===== src/rtl/float_copro_ctrl_pkg.sv =====
// rtl/float_copro_ctrl_pkg.sv - opcodes, state type and opcode classifier for float_copro_ctrl
package float_copro_ctrl_pkg;

    localparam logic [10:0] FOP_ADD    = 11'd0;
    localparam logic [10:0] FOP_SUB    = 11'd1;
    localparam logic [10:0] FOP_MUL    = 11'd2;
    localparam logic [10:0] FOP_STATUS = 11'd7;
    localparam logic [10:0] FOP_CLEAR  = 11'd8;

    typedef enum logic [1:0] {
        IDLE,
        EXEC,
        DONE
    } copro_state_t;

    typedef enum logic [1:0] {
        CLS_ARITH,
        CLS_STATUS,
        CLS_CLEAR,
        CLS_ILLEGAL
    } op_class_t;

    function automatic op_class_t classify(input logic [10:0] op);
        op_class_t cls;
        case (op)
            FOP_ADD, FOP_SUB, FOP_MUL: cls = CLS_ARITH;
            FOP_STATUS:                cls = CLS_STATUS;
            FOP_CLEAR:                 cls = CLS_CLEAR;
            default:                   cls = CLS_ILLEGAL;
        endcase
        return cls;
    endfunction

endpackage


===== src/rtl/float_copro_ctrl.sv =====
// rtl/float_copro_ctrl.sv - UDI sequencer for the float coprocessor datapath with status register
//
// Ports:
//   clk_i, rst_ni                        clock, synchronous active-low reset
//   user_valid_i, user_opcode_i,
//   user_operand_0_i, user_operand_1_i   CPU request
//   user_result_o, user_complete_o       CPU response (result valid during the complete pulse)
//   busy_o                               high while an accepted request is in flight
//   dp_opcode_o, dp_op0_o, dp_op1_o      registered request held stable for the datapath
//   dp_result_i                          combinational datapath result
module float_copro_ctrl
    import float_copro_ctrl_pkg::*;
#(
    parameter int unsigned LATENCY = 3,
    parameter int unsigned CNT_W   = 16
) (
    input  logic        clk_i,
    input  logic        rst_ni,
    input  logic        user_valid_i,
    input  logic [10:0] user_opcode_i,
    input  logic [31:0] user_operand_0_i,
    input  logic [31:0] user_operand_1_i,
    output logic [31:0] user_result_o,
    output logic        user_complete_o,
    output logic        busy_o,
    output logic [10:0] dp_opcode_o,
    output logic [31:0] dp_op0_o,
    output logic [31:0] dp_op1_o,
    input  logic [31:0] dp_result_i
);

    // The counter runs LATENCY-1 .. 0 in EXEC; the capture happens on the
    // cycle it reads zero, giving the datapath exactly LATENCY held cycles.
    localparam logic [3:0] WAIT_INIT = 4'(LATENCY - 1);

    copro_state_t     state;
    logic [3:0]       wait_cnt;
    logic             err;
    logic [CNT_W-1:0] op_count;
    logic [15:0]      cnt16;
    logic [31:0]      status_word;

    // The status word has a 16-bit count field regardless of CNT_W.
    generate
        if (CNT_W >= 16) begin : g_cnt_trunc
            assign cnt16 = op_count[15:0];
        end else begin : g_cnt_ext
            assign cnt16 = {{(16 - CNT_W){1'b0}}, op_count};
        end
    endgenerate

    assign status_word = {cnt16, 15'b0, err};

    always_ff @(posedge clk_i) begin
        if (!rst_ni) begin
            state           <= IDLE;
            user_result_o   <= '0;
            user_complete_o <= 1'b0;
            busy_o          <= 1'b0;
            dp_opcode_o     <= '0;
            dp_op0_o        <= '0;
            dp_op1_o        <= '0;
            err             <= 1'b0;
            op_count        <= '0;
            wait_cnt        <= '0;
        end else begin
            user_complete_o <= 1'b0;
            case (state)
                IDLE: begin
                    if (user_valid_i) begin
                        dp_opcode_o <= user_opcode_i;
                        dp_op0_o    <= user_operand_0_i;
                        dp_op1_o    <= user_operand_1_i;
                        busy_o      <= 1'b1;
                        case (classify(user_opcode_i))
                            CLS_ARITH: begin
                                wait_cnt <= WAIT_INIT;
                                state    <= EXEC;
                            end
                            CLS_STATUS: begin
                                user_result_o   <= status_word;
                                user_complete_o <= 1'b1;
                                state           <= DONE;
                            end
                            CLS_CLEAR: begin
                                err             <= 1'b0;
                                op_count        <= '0;
                                user_result_o   <= '0;
                                user_complete_o <= 1'b1;
                                state           <= DONE;
                            end
                            default: begin
                                err             <= 1'b1;
                                user_result_o   <= '0;
                                user_complete_o <= 1'b1;
                                state           <= DONE;
                            end
                        endcase
                    end
                end
                EXEC: begin
                    if (wait_cnt != 4'd0) begin
                        wait_cnt <= wait_cnt - 4'd1;
                    end else begin
                        user_result_o   <= dp_result_i;
                        op_count        <= op_count + 1'b1;
                        user_complete_o <= 1'b1;
                        state           <= DONE;
                    end
                end
                DONE: begin
                    busy_o <= 1'b0;
                    state  <= IDLE;
                end
                default: begin
                    busy_o <= 1'b0;
                    state  <= IDLE;
                end
            endcase
        end
    end

endmodule


===== config.mk =====
export PLATFORM = sky130hd
export DESIGN_NAME = float_copro_ctrl
export DESIGN_NICKNAME = d
export VERILOG_FILES = /design/src/rtl/float_copro_ctrl_pkg.sv /design/src/rtl/float_copro_ctrl.sv
export SDC_FILE = /design/constraint.sdc
export NUM_CORES = 1
export LEC_CHECK = 0
export ABC_AREA = 1
export CORE_UTILIZATION = 44
export CTS_CLUSTER_SIZE = 20
export DETAILED_ROUTE_END_ITERATION = 6
export PLACE_DENSITY = 0.8
export SLEW_MARGIN = 40
export SYNTH_ARGS = -nofsm -noshare
export SYNTH_HDL_FRONTEND = slang
export SYNTH_SLANG_ARGS = --single-unit

===== constraint.sdc =====
create_clock -name clk_i -period 2.05 [get_ports clk_i]
set_clock_uncertainty 0.2 [all_clocks]
set_input_delay 0.615 -clock clk_i [delete_from_list [all_inputs] [get_ports clk_i]]
set_output_delay 0.615 -clock clk_i [all_outputs]
set_load 0.1 [all_outputs]

==> results by group <==
Clock network
  – Num CTS Buffers: 17
  – Clock slew at reported path FFs: roughly 50 ps
  – Root buf cell: clkbuf_16
  – H-tree Lvls: 4
  – Clk buf depth: 2
  – CTS Sinks: approximately 130
  – CTS tree: built
  – Clk_lat worst skew: 420 ps
  – Hold_buf cts: 0

STA
  – Worst slew margin: between 70% and 80%
  – Setup violations, final: 0
  – Post-route setup TNS: 0 ps
  – Fmax achieved: between 400 and 500 MHz
  – Post-layout min period: between 2000 and 2500 ps
  – Hold WS: about 280 ps
  – Worst-Margin Slew: about 320 ps
  – Fin crit share: 99.66%
  – Final Hold Viols: 0
  – Final max-slew violation count: 0
  – Min setup slack post-route: 6.936 ps

Worst setup path
  – Worst path top cell family by delay: simple AND/OR/NAND/NOR gates
  – Worst EP required: approximately 2200 ps
  – Worst-path fanout max: 5
  – Cells on worst reg2reg path: 9
  – Worst Setup Start Kind: input port
  – Crit-path cells: dlymetal6s2s_1 > nor2_2 > nand2_4 > nor2_4 > nand2_4 > buf_6 > o21ai_4 > clkbuf_16 > nand2_1 > a21oi_2
  – Max stage delay cell, worst path: o21ai_4
  – WP buf/inv: 3
  – Cell mode on critical path: nand2_4
  – Critical path depth: 10
  – Critical Path AT: approximately 2200 ps
  – CP peak stage delay: a little under 300 ps
  – CP Capture Type: register
  – Crit path kind: in -> reg

GRT
  – Aggregate global routing overflow: 0
  – Gr usage total: approximately 28%
  – Initial antenna violation count: 1
  – First-pass GRT wire length: 28,790 µm
  – Vias in the first global route: slightly below 6,000
  – Largest net degree at the start of global routing: 29

Cells and area
  – Ratio of cells with drive above 1 in the final layout: about 27%
  – Most frequent cells in the layout: nor2_1 (204), dfxtp_1 (132), nand2_1 (121)
  – Commonest non-fill, non-tap cell in the layout: nor2_1
  – Area of the multi-input gates: 2738 µm²
  – Final #Nets: 1,134
  – Area grow syn2layout: 76.59%
  – Sequential standard cell area: 2643 µm²
  – FILL cells: ~700
  – Fin util: between 70% and 80%

Outcome
  – Status: finished clean

Synthesis
  – Synth Cell Area: about 5700 µm²
  – Flops & latches, synth: 132
  – Netlist cell types: 33
  – Avg Cell Area, Syn: 7.412 µm²
  – Ys Warns: 0
  – Cell count after synthesis: 773
  – Syn_nets: ~890
  – Share of the yosys chip area belonging to registers: 46.12%

Floorplanning
  – Io pins: 219
  – Die width: 116.1 µm
  – Cell Rows: 41
  – Die H: 116.1 µm
  – Initial Utilization: between 40% and 50%
  – Core area: between 10,000 and 15,000 µm²
  – Die area: about 13,000 µm²

Placed design
  – RD Place Congestion: between 0.8 and 0.9
  – DP Worst Slack: -489.0 ps
  – Hpwl dp: 13,070 µm
  – Port Buffers: about 220

Detailed routing
  – Final ANT Viol Nets: 0
  – DRT Pass-1 Iters: 7
  – DRC violations left: 0
  – Initial DRC Count: 596
  – Total vias in the final route: around 6,200
  – Vias per std cell: roughly 5.2
  – Final WL: 19,510 µm
  – Per-cell routed wire length: ~16 µm

Power and ir drop
  – Lkg Pwr: just over 4 nW
  – Cell Pwr Density: about 850 nW/µm²
  – Peak VDD IR: 723.0 µV

Worst hold path
  – HP Class: reg -> reg
  – Hold Crit Depth: 2

Flow run
  – Max cap viols: 0
==> state kept, by name (all words and copies together) (netlist names) <==
name,flops
user_result_o,32
dp_op0_o,32
dp_opcode_o,11
cnt16,16
err,1
wait_cnt,4
busy_o,1
state,2
dp_op1_o,32
user_complete_o,1
==> cells in the mapped netlist, drive strengths merged <==
| master | number | area (µm²) |
|---|---|---|
| clkinv | 2 | 7.510 |
| a31oi | 1 | 6.260 |
| clkbuf | 28 | 118.9 |
| nand2 | 157 | 706.9 |
| nor3 | 4 | 20.02 |
| xor2 | 4 | 35.03 |
| dlymetal6s2s | 1 | 12.51 |
| nor2 | 219 | 859.6 |
| buf | 14 | 130.1 |
| nand3 | 20 | 100.1 |
| o21ai | 115 | 635.6 |
| nand4 | 8 | 50.05 |
| a21oi | 30 | 214.0 |
| ha | 2 | 25.02 |
| dlygate4sd1 | 1 | 8.760 |
| o21a | 1 | 15.01 |
| xnor2 | 2 | 17.52 |
| dfxtp | 132 | 2643 |
| nor3b | 1 | 7.510 |
| inv | 31 | 116.4 |
==> routing by layer <==
layer,vias to the layer above,track usage (%),part of all wire (%)
met4,0,14.96,4.3
met5,-,0,0
li1,2969,-,-
met1,2916,30.59,37
met3,62,8.251,8.3
met2,301,49.37,50
==> through the flow <==
stage	cells	instance area, µm²	total power, mW
6_report	1207	10120	8.558
5_1_grt	1206	10110	8.819
4_1_cts	1197	9952	8.550
3_5_place_dp	1165	9375	5.708
3_3_place_gp	1165	9375	5.667
2_1_floorplan	773	5729	4.538
==> kinds of logic after synthesis <==
| family | synth area share, % |
|---|---|
| buffers and inverters | 6.879 |
| AND/OR/NAND/NOR | 30.44 |
| flip-flops | 46.12 |
| XOR/XNOR | 0.9172 |
| adder cells (fa/ha/maj) | 0.4367 |
| AO/OA/AOI/OAI | 15.20 |
==> power breakdown <==
| group | internal, mW | leakage, nW | switching (mW) |
|---|---|---|---|
| combinational | 1.06 | 2.77 | 1.74 |
| sequential | 2.74 | 1.09 | 0.185 |
| clock | 1.74 | 0.267 | 1.10 |
==> layout make-up <==
cell class	count	share of cell area (%)
Antenna cell	2	0.04947
Clock buffer	21	4.650
Clock inverter	9	0.8039
Inverter	33	1.249
Multi-Input combinational cell	565	27.06
Sequential cell	132	26.12
Tap cell	172	2.127
Timing Repair Buffer	273	37.94
==> repair_timing <==
action	CTS	global route
setup endpoints to repair	32	52
buffers inserted	1	5
resized for setup	3	27
hold endpoints to repair	0	0
gates cloned	1	3
pin swaps	3	17
==> path summary, 6_finish.rpt <==
kind	startpoint	end	slack, ps
setup / recovery	user_opcode_i[10]	user_result_o[0]$_SDFFE_PN0P_	7
hold / removal	wait_cnt[0]$_SDFFE_PN0P_	wait_cnt[0]$_SDFFE_PN0P_	280
setup reg to reg	wait_cnt[0]$_SDFFE_PN0P_	cnt16[0]$_SDFFE_PN0P_	140
hold reg to reg	wait_cnt[0]$_SDFFE_PN0P_	wait_cnt[0]$_SDFFE_PN0P_	280
==> tightest hold or removal path, stage by stage, from the launching register on <==
cell and delay [ps]:
dfxtp_1 320, nand2_1 60, a21oi_1 50
No activity file was read; power rests on OpenSTA's default activity.
